$ cat config.mk
export PLATFORM = sky130hd
export DESIGN_NAME = adder_accumulate_sequencer
export DESIGN_NICKNAME = d
export VERILOG_FILES = /design/src/rtl/adder_accumulate_sequencer.sv
export SDC_FILE = /design/constraint.sdc
export NUM_CORES = 1
export LEC_CHECK = 0
export ABC_CLOCK_PERIOD_IN_PS = 1850
export BUFFER_PORTS_ARGS = -buffer_cell sky130_fd_sc_hd__buf_2
export CORE_AREA = 2 2 53 80
export CTS_BUF_LIST = sky130_fd_sc_hd__clkbuf_8 sky130_fd_sc_hd__clkbuf_16
export CTS_CLUSTER_SIZE = 24
export DETAILED_ROUTE_END_ITERATION = 8
export DIE_AREA = 0 0 55 82
export GPL_TIMING_DRIVEN = 1
export HOLD_SLACK_MARGIN = 0.12
export MAX_ROUTING_LAYER = met4
export PLACE_DENSITY = 0.79
export SLEW_MARGIN = 20
export SYNTH_ARGS = -nofsm -noshare
export SYNTH_HDL_FRONTEND = slang
export SYNTH_SLANG_ARGS = --single-unit
export TNS_END_PERCENT = 5
$ cat constraint.sdc
create_clock -name Clk -period 1.85 [get_ports Clk]
set_input_delay 0.0925 -clock Clk [delete_from_list [all_inputs] [get_ports Clk]]
set_output_delay 0.0925 -clock Clk [all_outputs]
set_load 0.02 [all_outputs]
$ cat src/rtl/adder_accumulate_sequencer.sv
// adder_accumulate_sequencer
//
// Sequential front/back end for an external combinational adder. It holds
// the accumulator (A) and the switch-loaded operand (B) in registers. Both
// registers drive the adder. On each rising edge of Run, the block waits
// SETTLE_CYCLES cycles for the adder output to settle. It then captures the
// sum, the carry-out and the signed overflow back into the accumulator.
//
// Parameters
//   WIDTH          operand/sum width in bits
//   SETTLE_CYCLES  settle cycles before capture (legal range 1..15)
//
// Ports
//   Clk     in   system clock, rising-edge active
//   Reset   in   synchronous active-high reset (all registers)
//   LoadB   in   level; loads SW into B while idle
//   Run     in   level, pre-synchronised; a rising edge starts one add
//   SW      in   switch value for B
//   Sum_in  in   sum from the external adder (adder Cin tied 0)
//   CO_in   in   carry-out from the external adder
//   A_out   out  accumulator register
//   B_out   out  B operand register
//   CO      out  carry captured by the last add
//   V       out  signed overflow captured by the last add
//   Busy    out  high whenever the sequencer is not idle
//   Done    out  one-cycle pulse after the accumulator updates
module adder_accumulate_sequencer #(
  parameter int WIDTH         = 16,
  parameter int SETTLE_CYCLES = 2
) (
  input  logic             Clk,
  input  logic             Reset,
  input  logic             LoadB,
  input  logic             Run,
  input  logic [WIDTH-1:0] SW,
  input  logic [WIDTH-1:0] Sum_in,
  input  logic             CO_in,
  output logic [WIDTH-1:0] A_out,
  output logic [WIDTH-1:0] B_out,
  output logic             CO,
  output logic             V,
  output logic             Busy,
  output logic             Done
);

  typedef enum logic [1:0] {
    IDLE         = 2'd0,
    SETTLE       = 2'd1,
    CAPTURE      = 2'd2,
    WAIT_RELEASE = 2'd3
  } state_t;

  localparam logic [3:0] CNT_INIT = 4'(SETTLE_CYCLES - 1);

  state_t     state;
  state_t     state_nxt;
  logic [3:0] cnt;
  logic [3:0] cnt_nxt;
  logic       run_q;
  logic       run_edge;

  // Two's-complement overflow. It is set when both operands have the same
  // sign and the sum's sign differs from that sign.
  function automatic logic signed_ovf(input logic signed [WIDTH-1:0] a,
                                      input logic signed [WIDTH-1:0] b,
                                      input logic signed [WIDTH-1:0] s);
    return (a[WIDTH-1] == b[WIDTH-1]) && (s[WIDTH-1] != a[WIDTH-1]);
  endfunction

  assign run_edge = Run & ~run_q;

  // Busy is derived from the registered state, so it cannot glitch.
  assign Busy = (state != IDLE);

  always_comb begin
    state_nxt = state;
    cnt_nxt   = cnt;
    case (state)
      IDLE: begin
        if (run_edge) begin
          state_nxt = SETTLE;
          cnt_nxt   = CNT_INIT;
        end
      end
      SETTLE: begin
        if (cnt != 4'd0) cnt_nxt   = cnt - 4'd1;
        else             state_nxt = CAPTURE;
      end
      CAPTURE: state_nxt = WAIT_RELEASE;
      // Holding Run keeps the sequencer here, so each press yields one add.
      WAIT_RELEASE: begin
        if (!Run) state_nxt = IDLE;
      end
      default: state_nxt = IDLE;
    endcase
  end

  always_ff @(posedge Clk) begin
    if (Reset) begin
      state <= IDLE;
      cnt   <= 4'd0;
      run_q <= 1'b0;
      A_out <= '0;
      B_out <= '0;
      CO    <= 1'b0;
      V     <= 1'b0;
      Done  <= 1'b0;
    end else begin
      state <= state_nxt;
      cnt   <= cnt_nxt;
      run_q <= Run;
      Done  <= (state == CAPTURE);
      // B is loaded only while idle, so it stays stable during an add. A
      // load coinciding with a Run edge takes effect well before capture.
      if (state == IDLE && LoadB) B_out <= SW;
      if (state == CAPTURE) begin
        A_out <= Sum_in;
        CO    <= CO_in;
        V     <= signed_ovf(A_out, B_out, Sum_in);
      end
    end
  end

endmodule
==> results.tsv, run 1 <==
stage	metric	value	unit
sta	max_slew_margin	65.9	%
synth	synth_edf_count	0	
clock_tree	cts_htree_levels	2	
sta	whs	0.186	ns
sta	setup_viol	0	
critical_path	r2r-end	state[1]$_SDFFE_PP0P_	
power	p_total	3.33	mW
layout	layoutNonFillerInstCount	342	
sta	fin_ws	0.109	ns
sta	maxSlewViolCount	0	
detailed_routing	antenna_left	0	
place	gp_congestion	0.771	
critical_path	cp_top_family	simple AND/OR/NAND/NOR gates	
detailed_routing	wire_per_inst	12.9	µm
clock_tree	cts.sinks	42	
hold_path	holdPathEnd	A_out[2]$_SDFFE_PP0P_	
layout	utilization	67.6	%
critical_path	required	2.07	ns
hold_path	min_path_cells	2	
critical_path	r2r_start	cnt[0]$_SDFFE_PP0P_	
synth	synth.distinct_cells	36	
place	dp_hpwl	2.78	mm
grt	grt_pass1_vias	1575	
hold_path	min_path_type	in -> reg	
detailed_routing	wirelength	4.40	mm
synth	ys.warnings.count	0	
critical_path	crit_chain	inv_2 -> ha_1 -> or3b_4 -> a222oi_1 -> buf_4 -> mux2i_1	
power	vdd_ir_drop_max	869	µV
clock_tree	clockBufferDepth	2	
critical_path	end_kind	register	
place	place_inst	299	
hold_path	worstHoldStart	Reset	
detailed_routing	drtPass1Iterations	4	
critical_path	r2r_cells	6	
grt	antenna_found_initial	0	
place	numPortBuffers	72	
detailed_routing	viasPerCell	4.95	
critical_path	crit_slowest_cell	or3b_4	
sta	rsz0062_at_grt	no	
clock_tree	cts_buffers	5	
run_status	status	completed	
grt	grt_first_pass_wirelength	6.67	mm
layout	syn_to_final_growth	49.3	%
detailed_routing	vias	1694	
synth	synth.cell_area	1740	µm²
synth	synthFlopType	dfxtp_1	
sta	setup-tns-final	0	ns
place	dpl_cell_area	2140	µm²
synth	synth_area_per_cell	9.18	µm²
grt	grt_max_degree	28	
detailed_routing	drt_iter0_drc	32	
floorplanning	die_w	55	µm
critical_path	reg2reg_slack	0.11	ns
clock_tree	path_clk_slew	0.08	ns
sta	tightest_slew	0.510	ns
critical_path	cpPeakStageDelay	0.40	ns
place	place_ws	0.0506	ns
clock_tree	cts-root-buf	clkbuf_8	
layout	mostFrequentLayoutCell	buf_2	
floorplanning	die_area	4510	µm²
clock_tree	insertion_delay	0.29	ns
power	power_leakage	1.19	nW
detailed_routing	drc	0	
clock_tree	cts_tree	done	
grt	grt-ovfl-total	0	
layout	multi_input_area	825	µm²
floorplanning	design.core.area	3850	µm²
synth	async_flop_share	0	%
synth	yosysSeqAreaShare	48.2	%
sta	period_minus_slack	1.74	ns
synth	ys_seq_elements	42	
sta	period_share	94.1	%
layout	drive_gt1_share	31.0	%
synth	synth_cells	190	
critical_path	worstPathArrival	1.96	ns
critical_path	critical_path.max_fanout	4	
sta	fmax	0.574	GHz
sta	hold_viol	0	
sta	fin_skew	0.00819	ns
grt	grt_use_total	20.9	%
critical_path	crit_type	reg -> reg	
floorplanning	die_h	82	µm
floorplanning	io_pins	73	
layout	final_cell_area	2600	µm²
layout	antennaDiodeCount	0	
layout	final_nets	340	
power	powerDensity	1280	nW/µm²
critical_path	cp.buffers_inverters	2	
layout	fill_cells	318	
floorplanning	start_util	45.3	%
job	drv_cap	0	
layout	seqCellArea	841	µm²
critical_path	startpoint_type	register	
synth	synth.net_count	234	
layout	final_cell_mix	buf_2, dfxtp_1, dlygate4sd3_1	
floorplanning	rows	28	
-- worst max path at each step --
stage                              from               endpoint  slack, ns  depth (start not counted)
floorplan           cnt[0]$_SDFFE_PP0P_  state[0]$_SDFFE_PP0P_       0.20                          5
global route        cnt[0]$_SDFFE_PP0P_  state[1]$_SDFFE_PP0P_      0.008                          6
CTS                 cnt[0]$_SDFFE_PP0P_  state[1]$_SDFFE_PP0P_       0.04                          5
finish              cnt[0]$_SDFFE_PP0P_  state[1]$_SDFFE_PP0P_       0.11                          6
global placement    cnt[0]$_SDFFE_PP0P_  state[1]$_SDFFE_PP0P_       0.14                          5
detailed placement  cnt[0]$_SDFFE_PP0P_  state[1]$_SDFFE_PP0P_       0.05                          5
-- cell families after synthesis --
family | count (synthesis) | synth area share [%]
flip-flops | 42 | 48.2
AO/OA/AOI/OAI | 31 | 11.5
AND/OR/NAND/NOR | 73 | 19.9
adder cells (fa/ha/maj) | 7 | 5.02
multiplexers | 19 | 10.9
buffers and inverters | 18 | 4.52
-- registers in the layout, summed over array words and instances (netlist names) --
register / cells
cnt: 4
CO: 1
V: 1
B_out: 16
run_q: 1
A_out: 16
Done: 1
state: 2
-- layout make-up --
class,count,area share [%]
flip-flops and latches,42,32.3
multi-input cells,130,31.7
repair buffers,110,28.5
clock buffers,5,2.64
well taps,45,2.16
clock inverters,3,1.68
inverters,7,1.01
-- Yosys cell counts (2+ instances only) --
master    instances  share of area (%)
buf_4             2               0.86
nor2b_1           2               0.72
or2b_1            2               0.86
ha_1              7                5.0
a21oi_1          20                5.7
nand2b_1          4                1.4
dfxtp_1          42                 48
mux2i_1          19                 11
nor2_1           19                4.1
nand2_1          33                7.1
inv_1             7                1.5
clkbuf_1          6                1.3
buf_2             3               0.86
nand3b_1          2               0.86
-- metal layers --
metal,vias up,GRT usage (%),wire [µm]
met5,-,-,0
met4,0,10.5,83
met3,7,4.91,198
met2,49,36.7,2460
met1,785,20.8,1660
li1,853,-,-
-- power by group --
part | total, mW | leakage, nW | internal (mW) | switching (mW)
registers | 1.20 | 0.343 | 1.09 | 0.112
logic | 1.40 | 0.790 | 0.617 | 0.788
clock network | 0.724 | 0.0585 | 0.404 | 0.320
-- worst register-to-register path, cell delays in order, from the launching register on --
cell and delay, ns:
dfxtp_1 0.35, inv_2 0.09, ha_1 0.18, or3b_4 0.40, a222oi_1 0.31, buf_4 0.18
mux2i_1 0.17
-- what timing repair did --
action / in CTS / in global routing
setup endpoints to repair: 0 / 2
endpoints found under the hold margin: 34 / 0
resized for setup: 0 / 1
hold buffers: 34 / 0
setup buffers: 0 / 1
Power figures use the tool's default switching activity.
==> inputs of run 2 (changes only) <==
Settings changed: HOLD_SLACK_MARGIN 0.12 to not set, PLACE_DENSITY 0.79 to 0.76.
==> run 2 against run 1 <==
Net effect:
- utilization decreased by 9.4 points
- clock skew decreased by 0.0026 ns
- combinational power decreased by 4%
- count of clock-buffer cells in the layout unchanged
- register-to-register slack got worse by 0.02 ns
- critical endpoint is now state[0]$_SDFFE_PP0P_
- largest cell class unchanged
- largest power group unchanged
==> results.tsv, run 2 (same netlist as run 1, synthesis figures left out) <==
stage	metric	value	unit
floorplanning	start_util	45.3	%
layout	final_cell_area	2240	µm²
critical_path	cpPeakStageDelay	0.39	ns
detailed_routing	wirelength	3.89	mm
clock_tree	clockBufferDepth	2	
sta	tightest_slew	0.530	ns
layout	antennaDiodeCount	0	
power	vdd_ir_drop_max	860	µV
sta	period_share	95.4	%
place	place_ws	0.0574	ns
place	dp_hpwl	2.80	mm
critical_path	crit_type	reg -> reg	
layout	layoutNonFillerInstCount	308	
layout	largestRegisters	A_out (16), B_out (16), cnt (4)	
sta	maxSlewViolCount	0	
sta	fmax	0.567	GHz
critical_path	crit_path_start	cnt[1]$_SDFFE_PP0P_	
detailed_routing	viasPerCell	4.93	
critical_path	cp.buffers_inverters	2	
sta	max_slew_margin	64.6	%
detailed_routing	drc	0	
layout	syn_to_final_growth	28.6	%
layout	mostFrequentLayoutCell	buf_2	
place	numPortBuffers	72	
critical_path	r2r_start	cnt[1]$_SDFFE_PP0P_	
floorplanning	die_h	82	µm
layout	final_cell_mix	buf_2, dfxtp_1, nand2_1	
power	powerDensity	1400	nW/µm²
place	place_inst	299	
power	power_leakage	1.03	nW
critical_path	crit_chain	inv_1 -> ha_2 -> or3b_4 -> a222oi_1 -> buf_4 -> mux2i_1	
layout	final_nets	306	
job	drv_cap	0	
detailed_routing	drt_iter0_drc	32	
clock_tree	cts_tree	done	
critical_path	startpoint_type	register	
place	dpl_cell_area	2140	µm²
sta	hold_viol	0	
sta	fin_ws	0.0854	ns
clock_tree	cts_buffers	5	
grt	grt-ovfl-total	0	
floorplanning	die_w	55	µm
layout	utilization	58.2	%
clock_tree	insertion_delay	0.29	ns
critical_path	crit_slowest_cell	or3b_4	
floorplanning	io_pins	73	
critical_path	worstPathArrival	1.99	ns
grt	grt_first_pass_wirelength	6.07	mm
detailed_routing	wire_per_inst	12.6	µm
floorplanning	die_area	4510	µm²
clock_tree	cts_htree_levels	2	
grt	grt_max_degree	26	
layout	drive_gt1_share	35.4	%
critical_path	required	2.07	ns
clock_tree	cts.sinks	42	
critical_path	cp_top_family	simple AND/OR/NAND/NOR gates	
floorplanning	design.core.area	3850	µm²
clock_tree	hold_buffers	0	
grt	grt_pass1_vias	1440	
grt	grt_use_total	18.9	%
critical_path	critical_path.max_fanout	4	
sta	setup_viol	0	
sta	fin_skew	0.00559	ns
run_status	status	completed	
clock_tree	cts-root-buf	clkbuf_8	
critical_path	end_kind	register	
floorplanning	rows	28	
grt	antenna_found_initial	0	
clock_tree	path_clk_slew	0.08	ns
hold_path	worstHoldStart	SW[4]	
sta	period_minus_slack	1.76	ns
detailed_routing	vias	1519	
detailed_routing	drtPass1Iterations	4	
hold_path	min_path_type	in -> reg	
place	gp_congestion	0.932	
detailed_routing	antenna_left	0	
## run 2: path summary, 6_finish.rpt
check                               end  slack (ns)  depth (start not counted)
setup / recovery  state[0]$_SDFFE_PP0P_        0.09                          6
hold / removal    B_out[4]$_SDFFE_PP0P_        0.02                          3
setup reg to reg  state[0]$_SDFFE_PP0P_        0.09                          6
hold reg to reg   B_out[1]$_SDFFE_PP0P_        0.45                          2
## run 2: worst reg2reg max path: cells and delay by family, from the launching register on
| family | cells | cell delay (ns) |
|---|---|---|
| simple gates | 1 | 0.39 |
| flops | 1 | 0.34 |
| compound gates | 1 | 0.33 |
| buf+inv | 2 | 0.29 |
| fa+ha+maj | 1 | 0.19 |
| mux | 1 | 0.17 |
## run 2: layer usage
layer | global-route usage [%] | wire length [µm]
met4 | 7.56 | 61
met3 | 5.09 | 184
met5 | - | 0
met2 | 32.5 | 2130
met1 | 19.7 | 1520
## run 2: repair_timing
item | CTS | global route
buffers inserted | 0 | 1
resized for setup | 0 | 2
endpoints found under the setup margin | 0 | 2
endpoints found under the hold margin | 0 | 0
## run 2: layout make-up
cell class                      instances  area, µm²
Fill cell                             380       1610
Sequential cell                        42        841
Multi-Input combinational cell        130        827
Timing Repair Buffer                   76        403
Clock buffer                            5       68.8
Tap cell                               45       56.3
Inverter                                7       26.3
Clock inverter                          3       21.3
## run 2: through the flow
stage / TNS [ns] / power (mW) / hold slack [ns]
2_1_floorplan: 0 / 2.18 / 0.221
3_3_place_gp: 0 / 2.52 / 0.324
3_5_place_dp: 0 / 2.56 / 0.337
4_1_cts: 0 / 3.15 / 0.0217
5_1_grt: -0.00864 / 3.38 / 0.00802
6_report: 0 / 3.14 / 0.0248
## run 2: power breakdown
| group | switching, mW | internal [mW] |
|---|---|---|
| sequential | 0.108 | 1.09 |
| combinational | 0.780 | 0.573 |
| clock | 0.324 | 0.265 |
| total | 1.21 | 1.93 |
